--- config.mk ---
export PLATFORM = sky130hd
export DESIGN_NAME = pipe_hazard_ctrl
export DESIGN_NICKNAME = d
export VERILOG_FILES = /design/src/rtl/pipe_hazard_ctrl.sv
export SDC_FILE = /design/constraint.sdc
export NUM_CORES = 1
export LEC_CHECK = 0
export CAP_MARGIN = 20
export CORE_ASPECT_RATIO = 1.75
export CORE_MARGIN = 10
export CORE_UTILIZATION = 50
export DETAILED_ROUTE_END_ITERATION = 12
export PLACE_DENSITY = 0.85
export SETUP_SLACK_MARGIN = 0.15
export SYNTH_ARGS = -nofsm -noshare
export SYNTH_HDL_FRONTEND = slang
export SYNTH_SLANG_ARGS = --single-unit
--- constraint.sdc ---
create_clock -name clk -period 5.95 [get_ports clk]
set_input_delay 1.4875 -clock clk [delete_from_list [all_inputs] [get_ports clk]]
set_output_delay 1.4875 -clock clk [all_outputs]
set_load 0.05 [all_outputs]
--- src/rtl/pipe_hazard_ctrl.sv ---
// Stall/flush controller for the 5-stage pipeline: drives register enables/flushes,
// guards data-memory waits with a timeout watchdog and keeps saturating perf counters.
module pipe_hazard_ctrl #(
  parameter int unsigned REG_ADDR_W  = 5,
  parameter int unsigned MEM_TIMEOUT = 16,
  parameter int unsigned CNT_W       = 16
) (
  input  logic                  clk,
  input  logic                  rst,
  input  logic [REG_ADDR_W-1:0] id_rs1,
  input  logic [REG_ADDR_W-1:0] id_rs2,
  input  logic                  id_rs1_used,
  input  logic                  id_rs2_used,
  input  logic [REG_ADDR_W-1:0] ex_rd,
  input  logic                  ex_mem_read,
  input  logic                  ex_branch_taken,
  input  logic                  mem_req,
  input  logic                  mem_ready,
  output logic                  en_pc,
  output logic                  en_ifid,
  output logic                  en_idex,
  output logic                  en_exmem,
  output logic                  en_memwb,
  output logic                  flush_ifid,
  output logic                  flush_idex,
  output logic                  flush_memwb,
  output logic                  err,
  output logic [CNT_W-1:0]      stall_cycles,
  output logic [CNT_W-1:0]      flush_events
);

  localparam int unsigned WAIT_W = $clog2(MEM_TIMEOUT);

  typedef enum logic [1:0] {
    RUN      = 2'd0,
    MEM_WAIT = 2'd1,
    ERR      = 2'd2
  } state_t;

  state_t            state;
  logic [WAIT_W-1:0] wait_cnt;

  logic mem_stall_c;
  logic load_use_c;
  logic branch_sel_c;
  logic active_c;

  // Hazard detection and priority-ordered enable/flush selection
  always_comb begin
    en_pc        = 1'b0;
    en_ifid      = 1'b0;
    en_idex      = 1'b0;
    en_exmem     = 1'b0;
    en_memwb     = 1'b0;
    flush_ifid   = 1'b0;
    flush_idex   = 1'b0;
    flush_memwb  = 1'b0;
    branch_sel_c = 1'b0;
    active_c     = !rst && (state != ERR);
    mem_stall_c  = mem_req && !mem_ready;
    load_use_c   = ex_mem_read && (ex_rd != '0) &&
                   ((id_rs1_used && (id_rs1 == ex_rd)) ||
                    (id_rs2_used && (id_rs2 == ex_rd)));
    if (active_c) begin
      if (mem_stall_c) begin
        // Everything upstream of MEM freezes, so a taken branch in EX waits here
        en_memwb    = 1'b1;
        flush_memwb = 1'b1;
      end else if (ex_branch_taken) begin
        branch_sel_c = 1'b1;
        en_pc        = 1'b1;
        en_ifid      = 1'b1;
        en_idex      = 1'b1;
        en_exmem     = 1'b1;
        en_memwb     = 1'b1;
        flush_ifid   = 1'b1;
        flush_idex   = 1'b1;
      end else if (load_use_c) begin
        en_idex     = 1'b1;
        flush_idex  = 1'b1;
        en_exmem    = 1'b1;
        en_memwb    = 1'b1;
      end else begin
        en_pc    = 1'b1;
        en_ifid  = 1'b1;
        en_idex  = 1'b1;
        en_exmem = 1'b1;
        en_memwb = 1'b1;
      end
    end
  end

  // Watchdog FSM, sticky error and saturating counters
  always_ff @(posedge clk) begin
    if (rst) begin
      state        <= RUN;
      wait_cnt     <= '0;
      err          <= 1'b0;
      stall_cycles <= '0;
      flush_events <= '0;
    end else begin
      case (state)
        RUN: begin
          if (mem_stall_c) begin
            state    <= MEM_WAIT;
            wait_cnt <= WAIT_W'(1);
          end
        end
        MEM_WAIT: begin
          // A dropped request is treated like a completed access
          if (!mem_stall_c) begin
            state    <= RUN;
            wait_cnt <= '0;
          end else if (wait_cnt == WAIT_W'(MEM_TIMEOUT - 1)) begin
            state <= ERR;
            err   <= 1'b1;
          end else begin
            wait_cnt <= wait_cnt + WAIT_W'(1);
          end
        end
        default: begin
          state <= ERR;
          err   <= 1'b1;
        end
      endcase

      if (active_c && !en_pc && (stall_cycles != '1)) begin
        stall_cycles <= stall_cycles + CNT_W'(1);
      end
      if (branch_sel_c && (flush_events != '1)) begin
        flush_events <= flush_events + CNT_W'(1);
      end
    end
  end

endmodule

======== Word-level counts from Yosys, hierarchy flattened ========
Index checks and enable logic that the tools add are counted.
word-level totals
  word-level logic and storage cells ...... 67
  bits in registers ....................... 39
  output and inout port bits .............. 41
cells by class
  reduce and logical (&&, ||, !) cells .... 19
  bitwise logic cells ..................... 1
  add/subtract/negate cells ............... 3
  muxes and demuxes ....................... 27
  equal/unequal tests ..................... 12
operator list
  operator                 count
  $add A16 B1 Y16 const B  2
  $ne A16 B16 Y1 const B   2
  $mux W1                  18
  $mux W4                  3
  $eq A5 B5 Y1             2
  $logic_and A1 B1 Y1      9
  $ne A2 B2 Y1 const B     4
  $pmux W4 S2              1
  $mux W2                  3
  $ne A3 B3 Y1 const B     2
  $reduce_and A3 Y1        2
  $reduce_bool A5 Y1       1
  $add A4 B1 Y4 const B    1
  $eq A4 B4 Y1 const B     1
  $pmux W2 S2              1
  $logic_not A1 Y1         3
  $eq A2 B1 Y1 const B     1
  $logic_not A2 Y1         1
  $pmux W1 S2              1
  $reduce_and A2 Y1        1
  $reduce_bool A2 Y1       1
  $logic_or A1 B1 Y1       1
  $not A1 Y1               1

======== Longest topological paths before layout ========
Gate-level depths: netlist of the first run.
  depth in word-level cells ............... 11
  mapped depth ............................ 8
  gate-level depth less buffers ........... 7

======== Worst setup path after synthesis of the first run ========
OpenSTA, ideal clock, no wires.
  path type ............................... input to output
  from .................................... input mem_req
  to ...................................... output en_pc
  slack ................................... 694 ps
  arrival time ............................ 3768 ps
  stages on the path ...................... 5
  path buffers ............................ 2
  required time ........................... 4463 ps
  cell sequence ........................... nor2b_1 buf_6 nor3_1 o21a_1 buf_4
between the ends
  word-level cells in the longest chain between the ends .. 3
RTL lines
  what                  RTL line  source
  start, declared       17        input logic mem_req,
  $logic_and A1 B1 Y1   60        mem_stall_c = mem_req && !mem_ready;
  $mux W1 (2 in a row)  --
  end, declared         19        output logic en_pc,
Every way passes these cells.

======== Worst setup path in the final report of the first run ========
  from .................................... input ex_rd[1]
  to ...................................... output en_ifid
between the ends
  word-level cells in the longest chain between the ends .. 8
  elaborated cells on any way between the ends .. 12
  those cells by class .................... eq/ne (2); mux (4); reduce/logical (6)
RTL lines
  what                                    RTL line  source
  start, declared                         14        input logic [REG_ADDR_W-1:0] ex_rd,
  $eq A5 B5 Y1 (on tied branches)         62, 63
  $logic_and A1 B1 Y1 (on tied branches)  62, 63
  $logic_or A1 B1 Y1                      62        ((id_rs1_used && (id_rs1 == ex_rd)) ||
  $logic_and A1 B1 Y1 *                   61        load_use_c = ex_mem_read && (ex_rd != '0) &&
  $mux W1 *                               78        end else if (load_use_c) begin
  $mux W1 *                               69        end else if (ex_branch_taken) begin
  $mux W1 *                               65        if (mem_stall_c) begin
  $mux W1 *                               64        if (active_c) begin
  end, declared                           20        output logic en_ifid,
Every way passes the cells marked *; elsewhere a longest branch is shown, timed or not.

==> metrics.csv, run 1 <==
stage,metric,value,unit
worst_setup_path,ff2ff_path_depth,7,
worst_setup_path,r2r-end,stall_cycles[9],
worst_setup_path,reg2reg_from,stall_cycles[7],
drt,wire_per_inst,15.5,µm
sta,slew_headroom,0.578,
worst_setup_path,path_delay_family,simple AND/OR/NAND/NOR gates,
synth,ys_async_sr_fraction,0,
worst_setup_path,critPathBufInv,2,
sta,min_period,4.79,ns
sta,fin_tns_setup,0,ns
clock_tree,cts_root_buf,clkbuf_8,
worst_setup_path,worst-path-max-fanout,3,
drt,via_per_inst,5.53,
drt,via_count,1964,
synth,synth-seq-cells,39,
final_layout,drive_gt1_frac,0.101,
sta,worstMarginPinSlew,0.628,ns
worst_setup_path,startpoint,ex_rd[1],
sta,fmax,209,MHz
power_and_ir_drop,peakVddDrop,0.000373,V
worst_hold_path,hold_path.class,reg -> reg,
worst_setup_path,required,4.46,ns
placement,dp_cells,347,
grt,antenna_found_initial,0,
worst_setup_path,critPathKind,in -> out,
placement,hpwl,4.31,mm
die,rows,31,
synth,ys_types,48,
final_layout,syn2layout_area_growth,35.9,%
run,drv_cap,0,
worst_setup_path,path_depth,6,
worst_setup_path,start_kind,input port,
clock_tree,tritoncts,done,
placement,place_area,2720,µm²
synth,avgSynthCellArea,8.69,µm²
synth,syn_area,2100,µm²
worst_setup_path,cp_common_cell,o21a_1,
worst_setup_path,endpoint_kind,output port,
worst_setup_path,cp_slowest_cell,or4_2,
die,pin_count,64,
sta,clock_skew,0.0101,ns
drt,wl_met3,179,µm
worst_setup_path,critPathMaxStageDelay,0.70,ns
worst_setup_path,crit_end,en_ifid,
outcome,outcome,finished clean,
sta,hold_viol,0,
final_layout,multiInputGateArea,1240,µm²
synth,synth-edff-count,0,
placement,pre_cts_ws,1.14,ns
power_and_ir_drop,leakage,1.04,nW
clock_tree,post_cts_resized,0,
final_layout,seqCellArea,781,µm²
clock_tree,cts.sinks,39,
grt,grt_pass1_wl,9.00,mm
die,die_h,106,µm
final_layout,layout_commonest_cell,clkdlybuf4s50_1,
grt,grt_max_degree,44,
synth,syn_inst,242,
clock_tree,path_clk_slew,0.08,ns
die,start_util,0.512,
die,die-area,7300,µm²
placement,io_buffers,63,
die,die_w,69.0,µm
sta,layout_setup_ws,1.16,ns
drt,ant_nets,0,
final_layout,design_area,2860,µm²
sta,finalCritPeriodShare,0.806,
placement,place_congestion,0.809,
sta,grt_setup_unrepaired,no,
worst_setup_path,ff2ff_setup_slack,3.74,ns
sta,setup_violations,0,
worst_setup_path,crit_path_cell_trace,clkdlybuf4s50_1 -> or4_2 -> o21a_1 -> nand2_1 -> o21a_1 -> buf_4,
synth,synthFlopType,dfxtp_1,
drt,drtIter0Drc,65,
drt,remaining_drc_errors,0,
drt,dr_wl_met2,3.06,mm
sta,slew_viol_final,0,
drt,m1WireLength,2.20,mm
final_layout,instances_no_fill,355,
drt,dr.pass1.iters,4,
drt,routed_wl,5.51,mm
die,coreArea,4110,µm²
final_layout,antenna_cells,0,
clock_tree,htreeDepth,2,
synth,seq_area_frac_synth,0.371,
worst_setup_path,crit_arrival,3.31,ns
grt,grt_overflow,0,
synth,yosys_warnings,0,
drt,highest_layer,met4,
clock_tree,cts_buffer_depth,2,
clock_tree,hold_buffers,0,
final_layout,final_cell_mix,"57 x clkdlybuf4s50_1, 39 x dfxtp_1, 34 x nor2_1",
power_and_ir_drop,power_density,212,nW/µm²
final_layout,num-fill-cells,357,
clock_tree,worstSkewPairLatency,0.30,ns
final_layout,final_nets,331,
clock_tree,numCtsBuffers,5,
grt,grt_pass1_vias,1934,
synth,syn-num-nets,268,
clock_tree,post-cts-setup-buffers,0,
grt,track_usage,0.147,
## cells by family (layout without fill, tap and decap cells)
family | Yosys count | in the layout | synth area share
AOI/OAI and AO/OA | 35 | 35 | 0.117
xor gates and xnor gates | 28 | 28 | 0.117
adders and majority gates | 3 | 3 | 0.0178
buffers and inverters | 13 | 77 | 0.0399
DFF | 39 | 39 | 0.371
muxes | 8 | 8 | 0.0405
and+or+nand+nor | 116 | 116 | 0.297
## tightest hold or removal path, cell delays in order (launching register included)
cell and delay, ns:
dfxtp_1 0.32, inv_1 0.05, a21oi_1 0.05
## cell type report
type,count,share of cell area
Clock buffer,5,0.0241
Clock inverter,3,0.0236
Inverter,5,0.00656
Multi-Input combinational cell,190,0.433
Sequential cell,39,0.273
Tap cell,49,0.0214
Timing Repair Buffer,64,0.218
## metal layers
metal / GRT usage / up-vias
li1: - / 974
met1: 0.147 / 925
met2: 0.276 / 57
met3: 0.0347 / 8
met4: 0.0694 / 0
met5: 0 / -
## cell usage after synthesis (2+ instances only)
| master | number | area share |
|---|---|---|
| dfxtp_1 | 39 | 0.37 |
| buf_4 | 2 | 0.0071 |
| inv_1 | 5 | 0.0089 |
| xor2_1 | 12 | 0.050 |
| or3_1 | 3 | 0.0089 |
| nor3_1 | 5 | 0.012 |
| nand2b_1 | 4 | 0.012 |
| o21a_1 | 2 | 0.0071 |
| mux2i_1 | 4 | 0.019 |
| nand4_1 | 10 | 0.030 |
| ha_1 | 3 | 0.018 |
| clkbuf_1 | 3 | 0.0054 |
| nor2b_1 | 6 | 0.018 |
| a21oi_1 | 14 | 0.033 |
| nand2_1 | 22 | 0.039 |
| a211oi_1 | 4 | 0.014 |
| nand3_1 | 10 | 0.024 |
| and4_1 | 2 | 0.0083 |
| clkbuf_8 | 2 | 0.013 |
| and3_1 | 8 | 0.024 |
| o21ai_0 | 4 | 0.0095 |
| mux2_2 | 4 | 0.021 |
| xnor2_1 | 16 | 0.067 |
| nor2_1 | 34 | 0.061 |
## through the flow
step	total power, mW	hold WS, ns	util
2_1_floorplan	0.322	0.479	-
3_3_place_gp	0.350	0.441	0.662
3_5_place_dp	0.351	0.447	0.662
4_1_cts	0.612	0.459	0.695
5_1_grt	0.627	0.482	0.695
6_report	0.607	0.453	0.695
## power by group
group	internal [mW]	switching, mW
logic	0.0338	0.0434
clock network	0.167	0.0949
registers	0.264	0.00389
## worst min path at each step
stage / startpoint / to / slack (ns) / depth (start not counted)
after global routing: err / err / 0.48 / 2
after CTS: err / err / 0.46 / 2
after global placement: err / err / 0.44 / 2
after floorplan: wait_cnt[3] / wait_cnt[3] / 0.48 / 2
final: err / err / 0.45 / 2
after detailed placement: err / err / 0.45 / 2
## state kept, by name (all words and copies together) (netlist names)
name and count:
stall_cycles 16, flush_events 16, err 1, state 2, wait_cnt 4
(Power assumes the default switching activity.)
==> run 2: changes to the inputs <==
--- a/config.mk
+++ b/config.mk
@@ -8,9 +8,9 @@
 export CAP_MARGIN = 20
 export CORE_ASPECT_RATIO = 1.75
 export CORE_MARGIN = 10
-export CORE_UTILIZATION = 50
+export CORE_UTILIZATION = 47
 export DETAILED_ROUTE_END_ITERATION = 12
-export PLACE_DENSITY = 0.85
+export PLACE_DENSITY = 0.8
 export SETUP_SLACK_MARGIN = 0.15
 export SYNTH_ARGS = -nofsm -noshare
 export SYNTH_HDL_FRONTEND = slang
==> constraint.sdc (replaced) <==
create_clock -name clk -period 4.87 [get_ports clk]
set_input_delay 1.2175 -clock clk [delete_from_list [all_inputs] [get_ports clk]]
set_output_delay 1.2175 -clock clk [all_outputs]
set_load 0.05 [all_outputs]
==> run 2 against run 1 <==
Net effect:
- cell area increased by 1.9%
- worst hold slack got worse by 0.0048 ns
- setup slack got worse by 0.61 ns
- largest cell class unchanged
- register-to-register slack got worse by 1.1 ns
- highest routed layer unchanged
- first-iteration DRC count decreased by 46%
==> metrics.csv, run 2 (synthesis results as in run 1) <==
stage,metric,value,unit
final_layout,final_cell_mix,"55 x clkdlybuf4s50_1, 39 x dfxtp_1, 34 x nor2_1",
final_layout,largest_registers,"flush_events: 16 flops, stall_cycles: 16 flops, wait_cnt: 4 flops",
final_layout,drive_gt1_frac,0.107,
final_layout,layout_commonest_cell,clkdlybuf4s50_1,
drt,routed_wl,5.55,mm
clock_tree,numCtsBuffers,5,
die,die_w,70.6,µm
sta,min_period,4.32,ns
worst_setup_path,critPathKind,in -> out,
drt,wire_per_inst,15.5,µm
placement,place_congestion,0.824,
sta,slew_viol_final,0,
power_and_ir_drop,p_int,0.474,mW
worst_hold_path,hold_path.class,reg -> reg,
grt,grt_pass1_vias,1929,
placement,place_area,2830,µm²
sta,grt_setup_unrepaired,no,
sta,setup_violations,0,
final_layout,syn2layout_area_growth,38.5,%
grt,track_usage,0.144,
clock_tree,tritoncts,done,
die,start_util,0.482,
sta,fmax,231,MHz
sta,finalCritPeriodShare,0.887,
placement,io_buffers,63,
grt,grt_overflow,0,
power_and_ir_drop,leakage,1.06,nW
worst_hold_path,hold_path_depth,2,
sta,fin_tns_setup,0,ns
worst_setup_path,worst-path-max-fanout,3,
sta,hold_viol,0,
final_layout,fin_util,0.667,
power_and_ir_drop,switching_power,0.175,mW
sta,clock_skew,0.0100,ns
power_and_ir_drop,finalPower,0.649,mW
drt,via_count,1923,
die,die-area,7660,µm²
power_and_ir_drop,p_seq_frac,0.503,
drt,drtIter0Drc,35,
sta,worstMarginPinSlew,0.690,ns
power_and_ir_drop,p_sw_frac,0.269,
sta,fin_worst_hold_slack,0.448,ns
clock_tree,post-cts-setup-buffers,0,
clock_tree,path_clk_slew,0.07,ns
outcome,outcome,finished clean,
clock_tree,post_cts_resized,0,
sta,slew_headroom,0.539,
die,pin_count,64,
clock_tree,hold_buffers,0,
power_and_ir_drop,clock_power_share,0.330,
final_layout,final_nets,332,
power_and_ir_drop,comb_power_share,0.167,
grt,grt_max_degree,30,
worst_setup_path,start_kind,input port,
final_layout,design_area,2910,µm²
clock_tree,cts.sinks,39,
run,drv_cap,0,
worst_setup_path,required,3.65,ns
drt,dr.pass1.iters,4,
drt,ant_nets,0,
clock_tree,worstSkewPairLatency,0.29,ns
clock_tree,cts_buffer_depth,2,
grt,grt_pass1_wl,9.18,mm
final_layout,antenna_cells,0,
power_and_ir_drop,peakVddDrop,0.000175,V
worst_setup_path,ff2ff_path_depth,7,
drt,remaining_drc_errors,0,
worst_setup_path,endpoint_kind,output port,
placement,hpwl,4.38,mm
grt,antenna_found_initial,0,
clock_tree,htreeDepth,2,
worst_setup_path,crit_arrival,3.10,ns
power_and_ir_drop,power_density,223,nW/µm²
drt,via_per_inst,5.37,
die,coreArea,4360,µm²
die,die_h,108,µm
clock_tree,cts_root_buf,clkbuf_8,
die,rows,32,
-- run 2: per-layer routing --
layer,part of all wire,vias to the layer above,track usage
li1,-,972,-
met1,0.40,898,0.153
met2,0.53,49,0.267
met3,0.051,4,0.0376
met4,0.011,0,0.0458
met5,0,-,0
-- run 2: worst paths after layout --
path                    from              end  slack (ns)
max                 ex_rd[1]            en_pc        0.55
min                      err              err        0.45
max reg2reg  stall_cycles[7]  stall_cycles[8]        2.66
min reg2reg              err              err        0.45
-- run 2: through the flow --
step           instances  setup slack (ns)
4_1_cts              358             0.535
3_5_place_dp         350             0.540
5_1_grt              358             0.485
3_3_place_gp         350             0.588
2_1_floorplan        242             0.154
6_report             358             0.550
-- run 2: power groups by stage --
stage | registers (mW) | clock network [mW] | logic, mW
after global routing | 0.327 | 0.235 | 0.115
after floorplan | 0.340 | 0 | 0.0534
after global placement | 0.334 | 0 | 0.107
after detailed placement | 0.334 | 0 | 0.109
final | 0.327 | 0.214 | 0.108
after CTS | 0.327 | 0.220 | 0.110
-- run 2: layout make-up --
type | count | area [µm²]
Clock buffer | 6 | 72.6
Clock inverter | 2 | 12.5
Fill cell | 386 | 1450
Inverter | 5 | 18.8
Multi-Input combinational cell | 190 | 1240
Sequential cell | 39 | 781
Tap cell | 51 | 63.8
Timing Repair Buffer | 65 | 726
-- run 2: critical path, cell delays in order --
cell and delay, ns:
clkdlybuf4s50_1 0.47, or4_2 0.70, o21a_1 0.25, nand2_1 0.08, o21a_1 0.22, buf_12 0.17
==> run 3: changes to the inputs <==
--- a/config.mk
+++ b/config.mk
@@ -9,6 +9,7 @@
 export CORE_ASPECT_RATIO = 1.75
 export CORE_MARGIN = 10
 export CORE_UTILIZATION = 47
+export CTS_CLUSTER_SIZE = 30
 export DETAILED_ROUTE_END_ITERATION = 12
 export PLACE_DENSITY = 0.8
 export SETUP_SLACK_MARGIN = 0.15
==> results of run 3 <==
Final layout, timing and power as in run 2 (identical DEF).
